`config.mk`:
```
export PLATFORM = sky130hd
export DESIGN_NAME = rvh_l1d_stb_coalesce
export DESIGN_NICKNAME = d
export VERILOG_FILES = /design/src/rtl/rvh_l1d_stb_coalesce.sv
export SDC_FILE = /design/constraint.sdc
export NUM_CORES = 2
export LEC_CHECK = 0
export CAP_MARGIN = 10
export CELL_PAD_IN_SITES_DETAIL_PLACEMENT = 0
export CELL_PAD_IN_SITES_GLOBAL_PLACEMENT = 1
export CORE_ASPECT_RATIO = 0.9
export CORE_MARGIN = 4
export CORE_UTILIZATION = 35
export CTS_CLUSTER_DIAMETER = 100
export CTS_CLUSTER_SIZE = 28
export DETAILED_ROUTE_END_ITERATION = 12
export PLACE_DENSITY_LB_ADDON = 0.1
export SYNTH_ARGS = -nofsm -noshare
export SYNTH_HDL_FRONTEND = slang
export SYNTH_SLANG_ARGS = --single-unit
```
`constraint.sdc`:
```
create_clock -name clk -period 6.2 [get_ports clk]
set_input_delay 0.62 -clock clk [delete_from_list [all_inputs] [get_ports clk]]
set_output_delay 0.62 -clock clk [all_outputs]
set_load 0.05 [all_outputs]
```
`src/rtl/rvh_l1d_stb_coalesce.sv`:
```
// Store coalescing buffer: merges line-aligned stores to the same line and drains
// whole-line, byte-masked writes to the L1D in allocation order.
module rvh_l1d_stb_coalesce #(
    parameter int unsigned ENTRY_NUM   = 4,
    parameter int unsigned LINE_ADDR_W = 50,
    parameter int unsigned TIMEOUT     = 16
) (
    input  logic                   clk,
    input  logic                   rst,
    input  logic                   st_req_vld_i,
    output logic                   st_req_rdy_o,
    input  logic [LINE_ADDR_W-1:0] st_req_line_addr_i,
    input  logic [511:0]           st_req_data_i,
    input  logic [63:0]            st_req_mask_i,
    input  logic                   flush_i,
    output logic                   l1d_st_vld_o,
    input  logic                   l1d_st_rdy_i,
    output logic [LINE_ADDR_W-1:0] l1d_st_line_addr_o,
    output logic [511:0]           l1d_st_data_o,
    output logic [63:0]            l1d_st_mask_o,
    output logic                   empty_o,
    output logic                   full_o
);
    localparam int unsigned PTR_W = (ENTRY_NUM > 1) ? $clog2(ENTRY_NUM) : 1;
    localparam int unsigned CNT_W = $clog2(ENTRY_NUM + 1);
    localparam int unsigned AGE_W = $clog2(TIMEOUT + 1);

    logic [ENTRY_NUM-1:0]   valid_q;
    logic [LINE_ADDR_W-1:0] addr_q [ENTRY_NUM];
    logic [511:0]           data_q [ENTRY_NUM];
    logic [63:0]            mask_q [ENTRY_NUM];
    logic [PTR_W-1:0]       head_q, head_d, tail_q, tail_d;
    logic [CNT_W-1:0]       count_q, count_d;
    logic [AGE_W-1:0]       age_q, age_d;
    logic                   lock_q, lock_d;

    logic                   head_vld, drain_vld, drain_hs;
    logic [ENTRY_NUM-1:0]   match;
    logic                   hit;
    logic [PTR_W-1:0]       hit_idx;
    logic                   acc, do_alloc, do_merge, merge_head;
    logic [511:0]           byte_bits;

    assign head_vld  = valid_q[head_q];
    assign drain_vld = head_vld && ((count_q == CNT_W'(ENTRY_NUM)) || flush_i ||
                                    (age_q >= AGE_W'(TIMEOUT)) || lock_q);
    assign drain_hs  = drain_vld && l1d_st_rdy_i;

    // The presented head is frozen, so it never counts as a merge target.
    for (genvar gi = 0; gi < ENTRY_NUM; gi++) begin : g_match
        assign match[gi] = valid_q[gi] && (addr_q[gi] == st_req_line_addr_i) &&
                           !(drain_vld && (head_q == PTR_W'(gi)));
    end

    for (genvar gi = 0; gi < 64; gi++) begin : g_bytes
        assign byte_bits[8*gi +: 8] = {8{st_req_mask_i[gi]}};
    end

    // Scan oldest to youngest so the youngest matching entry wins.
    always_comb begin
        hit     = 1'b0;
        hit_idx = head_q;
        for (int k = 0; k < ENTRY_NUM; k++) begin
            if (match[head_q + PTR_W'(k)]) begin
                hit     = 1'b1;
                hit_idx = head_q + PTR_W'(k);
            end
        end
    end

    assign st_req_rdy_o = hit || (count_q < CNT_W'(ENTRY_NUM));
    assign acc          = st_req_vld_i && st_req_rdy_o;
    assign do_merge     = acc && hit;
    assign do_alloc     = acc && !hit;
    assign merge_head   = do_merge && (hit_idx == head_q);

    always_comb begin
        head_d  = head_q + PTR_W'(drain_hs);
        tail_d  = tail_q + PTR_W'(do_alloc);
        count_d = count_q + CNT_W'(do_alloc) - CNT_W'(drain_hs);
        lock_d  = lock_q;
        if (drain_hs)
            lock_d = 1'b0;
        else if (drain_vld)
            lock_d = 1'b1;
        age_d = age_q;
        if ((count_d == '0) || drain_hs || merge_head)
            age_d = '0;
        else if (head_vld && (age_q < AGE_W'(TIMEOUT)))
            age_d = age_q + AGE_W'(1);
    end

    always_ff @(posedge clk) begin
        if (!rst) begin
            head_q  <= '0;
            tail_q  <= '0;
            count_q <= '0;
            age_q   <= '0;
            lock_q  <= 1'b0;
        end else begin
            head_q  <= head_d;
            tail_q  <= tail_d;
            count_q <= count_d;
            age_q   <= age_d;
            lock_q  <= lock_d;
        end
    end

    for (genvar gi = 0; gi < ENTRY_NUM; gi++) begin : g_entry
        logic we_alloc, we_merge, clr;
        assign we_alloc = do_alloc && (tail_q == PTR_W'(gi));
        assign we_merge = do_merge && (hit_idx == PTR_W'(gi));
        assign clr      = drain_hs && (head_q == PTR_W'(gi));

        always_ff @(posedge clk) begin
            if (!rst) begin
                valid_q[gi] <= 1'b0;
                mask_q[gi]  <= '0;
            end else begin
                if (clr)
                    valid_q[gi] <= 1'b0;
                if (we_alloc) begin
                    valid_q[gi] <= 1'b1;
                    mask_q[gi]  <= st_req_mask_i;
                end else if (we_merge) begin
                    mask_q[gi]  <= mask_q[gi] | st_req_mask_i;
                end
            end
        end

        // Payload needs no reset: bytes are only meaningful under their mask bit.
        always_ff @(posedge clk) begin
            if (we_alloc) begin
                addr_q[gi] <= st_req_line_addr_i;
                data_q[gi] <= st_req_data_i;
            end else if (we_merge) begin
                data_q[gi] <= (data_q[gi] & ~byte_bits) | (st_req_data_i & byte_bits);
            end
        end
    end

    assign l1d_st_vld_o       = drain_vld;
    assign l1d_st_line_addr_o = addr_q[head_q];
    assign l1d_st_data_o      = data_q[head_q];
    assign l1d_st_mask_o      = mask_q[head_q];
    assign empty_o            = (count_q == '0);
    assign full_o             = (count_q == CNT_W'(ENTRY_NUM));

endmodule

```
==> results list <==
- Result of the run: complete, no violations
- Counting instances in the post-synthesis netlist gives the leading cell types as 2504 x edfxtp_1, 2053 x o21a_1, 627 x mux4_2.
* Startpoint of the most critical hold path: l1d_st_rdy_i
- The net count of the finished layout is between 8000 and 9000.
- Dividing the final minimum period by the clock period gives 96.44%.
- Combinational family with the most area after synthesis: compound AO/OA/AOI/OAI gates
- Worst setup SP type: register
* TritonCTS clock tree: done
- Library cells used by synthesis: 72
- Critical path required time: 5580 ps
* Adder-cell share of the synthesized area: less than 1%
- For this design the ratio of total power to cell area is 329.6 nW/µm².
- Most used standard cell by instance count after synthesis: edfxtp_1
- The initial antenna violation count is 136.
- Summing the sequential cell areas from Yosys gives 63.90% of the chip area.
- Synth Area in Simple Gates: 1.601%
* Yosys warning count: 0
- Iteration count of the initial detailed-routing pass: 6
* Post-Synthesis Cell Area: 118200 µm²
- IR analysis of the VDD net gives a maximum drop of 0.2023 mV.
- The synthesized design contains 2504 enable-type register cells.
- Detail Placement HPWL: roughly 290 mm
* Die area: 347100 µm²
- Setup TNS: 0 ps
* Ys async rst share: 0%
* Shortest period the worst path allows: roughly 6000 ps
- Worst hold slack across all endpoints: approximately 500 ps
- The max-slew violation total from the final report was 0.
* Number of buffers on the longest clock path: 4
- Buffers placed on the I/O ports in this run total 1260.
- Data arrival time of the critical path: 5360 ps
- Global routing usage summed across all routing layers: 24.19%
- 1st-iter DRT viols: 7438
- Post-CTS setup buffer count: 0
- Prevailing post-synth register cell: edfxtp_1
- In this run, synthesis produced a sequential element count of 2521.
- The post-route netlist has 13.52% of its cells at a drive strength greater than 1.
* Multiplexer fraction of the synthesized cell area: 11.96%
- Std-Cell Core Area: 336400 µm²
- For the worst-skew pair, the clock arrives at the later sink with an insertion delay of 860 ps.
- Die boundary width: a little over 600 µm
* Average footprint of a synthesized cell: about 16 µm²
* Routed len/inst: 33.79 µm
- The floorplan step set the die height to 559.3 µm.
* Layout overhead on the synthesized area: 18.40%
- The critical path is of the reg2out type.
- The clock drives about 2500 sinks.
* Synth area leaders: edfxtp_1 64%, o21a_1 13%, mux4_2 12%, a21o_1 1.6%, o2111ai_1 1.4%
- The H-tree was split into 4 levels.
* Fraction of synthesized cell area taken by the top area cell type: 63.62%
- WL final: about 430 mm
- The tightest min-delay check is of the in2reg type.
- Largest net degree at the start of global routing: approximately 160
- Total via count after detailed routing: around 74000
- Setup violation total in the final timing report: 0
- In this run the static leakage power is roughly 0.044 µW.
- Critical path launch point: head_q[1]$_SDFF_PN0_
* Final Hold Fails: 0
- Once the floorplan was initialized, standard cells occupied 35.14% of the core.
* Number of global-route vias before repair: between 70000 and 80000
- Max Cap Viol: 0
- The biggest area contributor in the post-synthesis netlist is edfxtp_1.
* Launch instance of the worst register-to-register path: count_q[2]$_SDFF_PN0_
* Max-Slew Margin vs Limit: 7.599%
- For the pin with the worst max-slew slack, the measured transition is 1386 ps.
- Routability cong.: 0.9242
- Unrepaired setup endpoints after global routing: no
- Nets in the synthesized netlist: 8056
* Remaining routing DRC violations: 0
* Clock edge transition at the registers on the reported setup and hold paths: 100 ps
- Ports: 1261
* Post-layout worst setup margin: between 200 and 250 ps
- Fillers: 30580
- First-pass GRT wire length: 602.4 mm
- Cts bufs inserted: 136
- After global routing the overflow that remains totals 0.
- The tree is rooted in a clkbuf_16.
- Std cell rows: 202
- Summing the areas of all xor and xnor instances in the mapped netlist gives 1.586% of the synthesized area.
- Clock skew after layout: roughly 52 ps
* Type of element capturing the critical path: output port
- Timing would allow up to 0.1672 GHz.
- Share of the synthesized area in compound gates (AO/OA/AOI/OAI): between 15 and 20%
- Counting every instance in the synthesized netlist gives 7415.
* Pre-CTS WS: 596.1 ps
- Once detail routing completed, the nets flagged for antenna violations numbered 0.
- Cells fill 41.60% of the core in the end.
- Of all nets on the critical path, the largest fanout is 126.
- Routed vias/inst: 5.760
-- placed cells by master, fill, tap and decap left out, types with 15 or more instances in the layout --
cell type,netlist,routed
a21o_1,257,257
a21oi_1,69,68
buf_12,0,67
buf_4,2,154
clkbuf_16,0,143
clkdlybuf4s50_1,0,1252
dfxtp_1,17,15
diode_2,0,67
edfxtp_1,2504,2504
mux4_2,627,627
nand2_1,91,88
nand4_1,41,41
nor2_1,83,82
nor4_1,50,50
o2111ai_1,192,192
o21a_1,2053,2053
o21ai_0,162,162
o21ai_1,30,30
xnor2_1,88,88
xor2_1,126,126
-- metrics by stage --
stage	power [µW]	cell area, µm²	instances
final	46120	139900	12820
after global routing	47670	139900	12790
after CTS	46660	139800	12750
after detailed placement	35570	135100	12520
after global placement	35500	135100	12520
after floorplan	29720	118200	7415
-- cells by family (layout without fill, tap and decap cells) --
family	count (synthesis)	in the layout
AO/OA/AOI/OAI	2796	2796
buffers and inverters	883	1731
other	0	67
XOR/XNOR	214	214
adder cells (fa/ha/maj)	10	10
flip-flops	2521	2521
AND/OR/NAND/NOR	363	363
multiplexers	628	628
-- worst max-delay path, stage by stage, from the launching register on --
cell	delay, ps
dfxtp_4	710
buf_12	430
buf_12	470
buf_4	900
mux4_2	390
clkdlybuf4s50_1	950
-- cell type report --
class	instances	area, µm²	share of cell area (%)
flip-flops and latches	2521	75540	53.98
multi-input cells	4011	38790	27.72
repair buffers	1482	15090	10.78
well taps	4488	5615	4.012
clock buffers	146	3590	2.565
clock inverters	88	1064	0.7599
diodes	67	167.7	0.1198
inverters	15	86.33	0.06169
-- per-layer routing --
layer | share of wire, % | global-route usage [%] | wire, µm | vias to the layer above
met1 | 41 | 32.42 | 179100 | 39320
met4 | 3.9 | 8.468 | 16730 | 52
met2 | 48 | 39.33 | 207600 | 2641
met5 | 0.075 | 0 | 325 | -
met3 | 6.8 | 4.551 | 29310 | 545
li1 | - | - | - | 31280
-- worst paths after layout --
kind	to	slack [ps]	depth (start not counted)
setup / recovery	l1d_st_data_o[132]	220	5
hold / removal	lock_q$_SDFFE_PP0P_	490	3
setup reg to reg	register	1190	12
hold reg to reg	lock_q$_SDFFE_PP0P_	510	1
-- report_power, final --
group	total, µW	internal, µW	switching [µW]
clock network	11100	4830	6270
registers	21400	20900	525
logic	13600	4420	9210
total	46100	30100	16000
-- repair_timing --
item                                    in CTS  in global routing
hold buffers                                 0                  0
endpoints found under the setup margin       0                 45
gates resized for setup                      0                  1
Note: power is estimated with default switching activity, not from simulation.
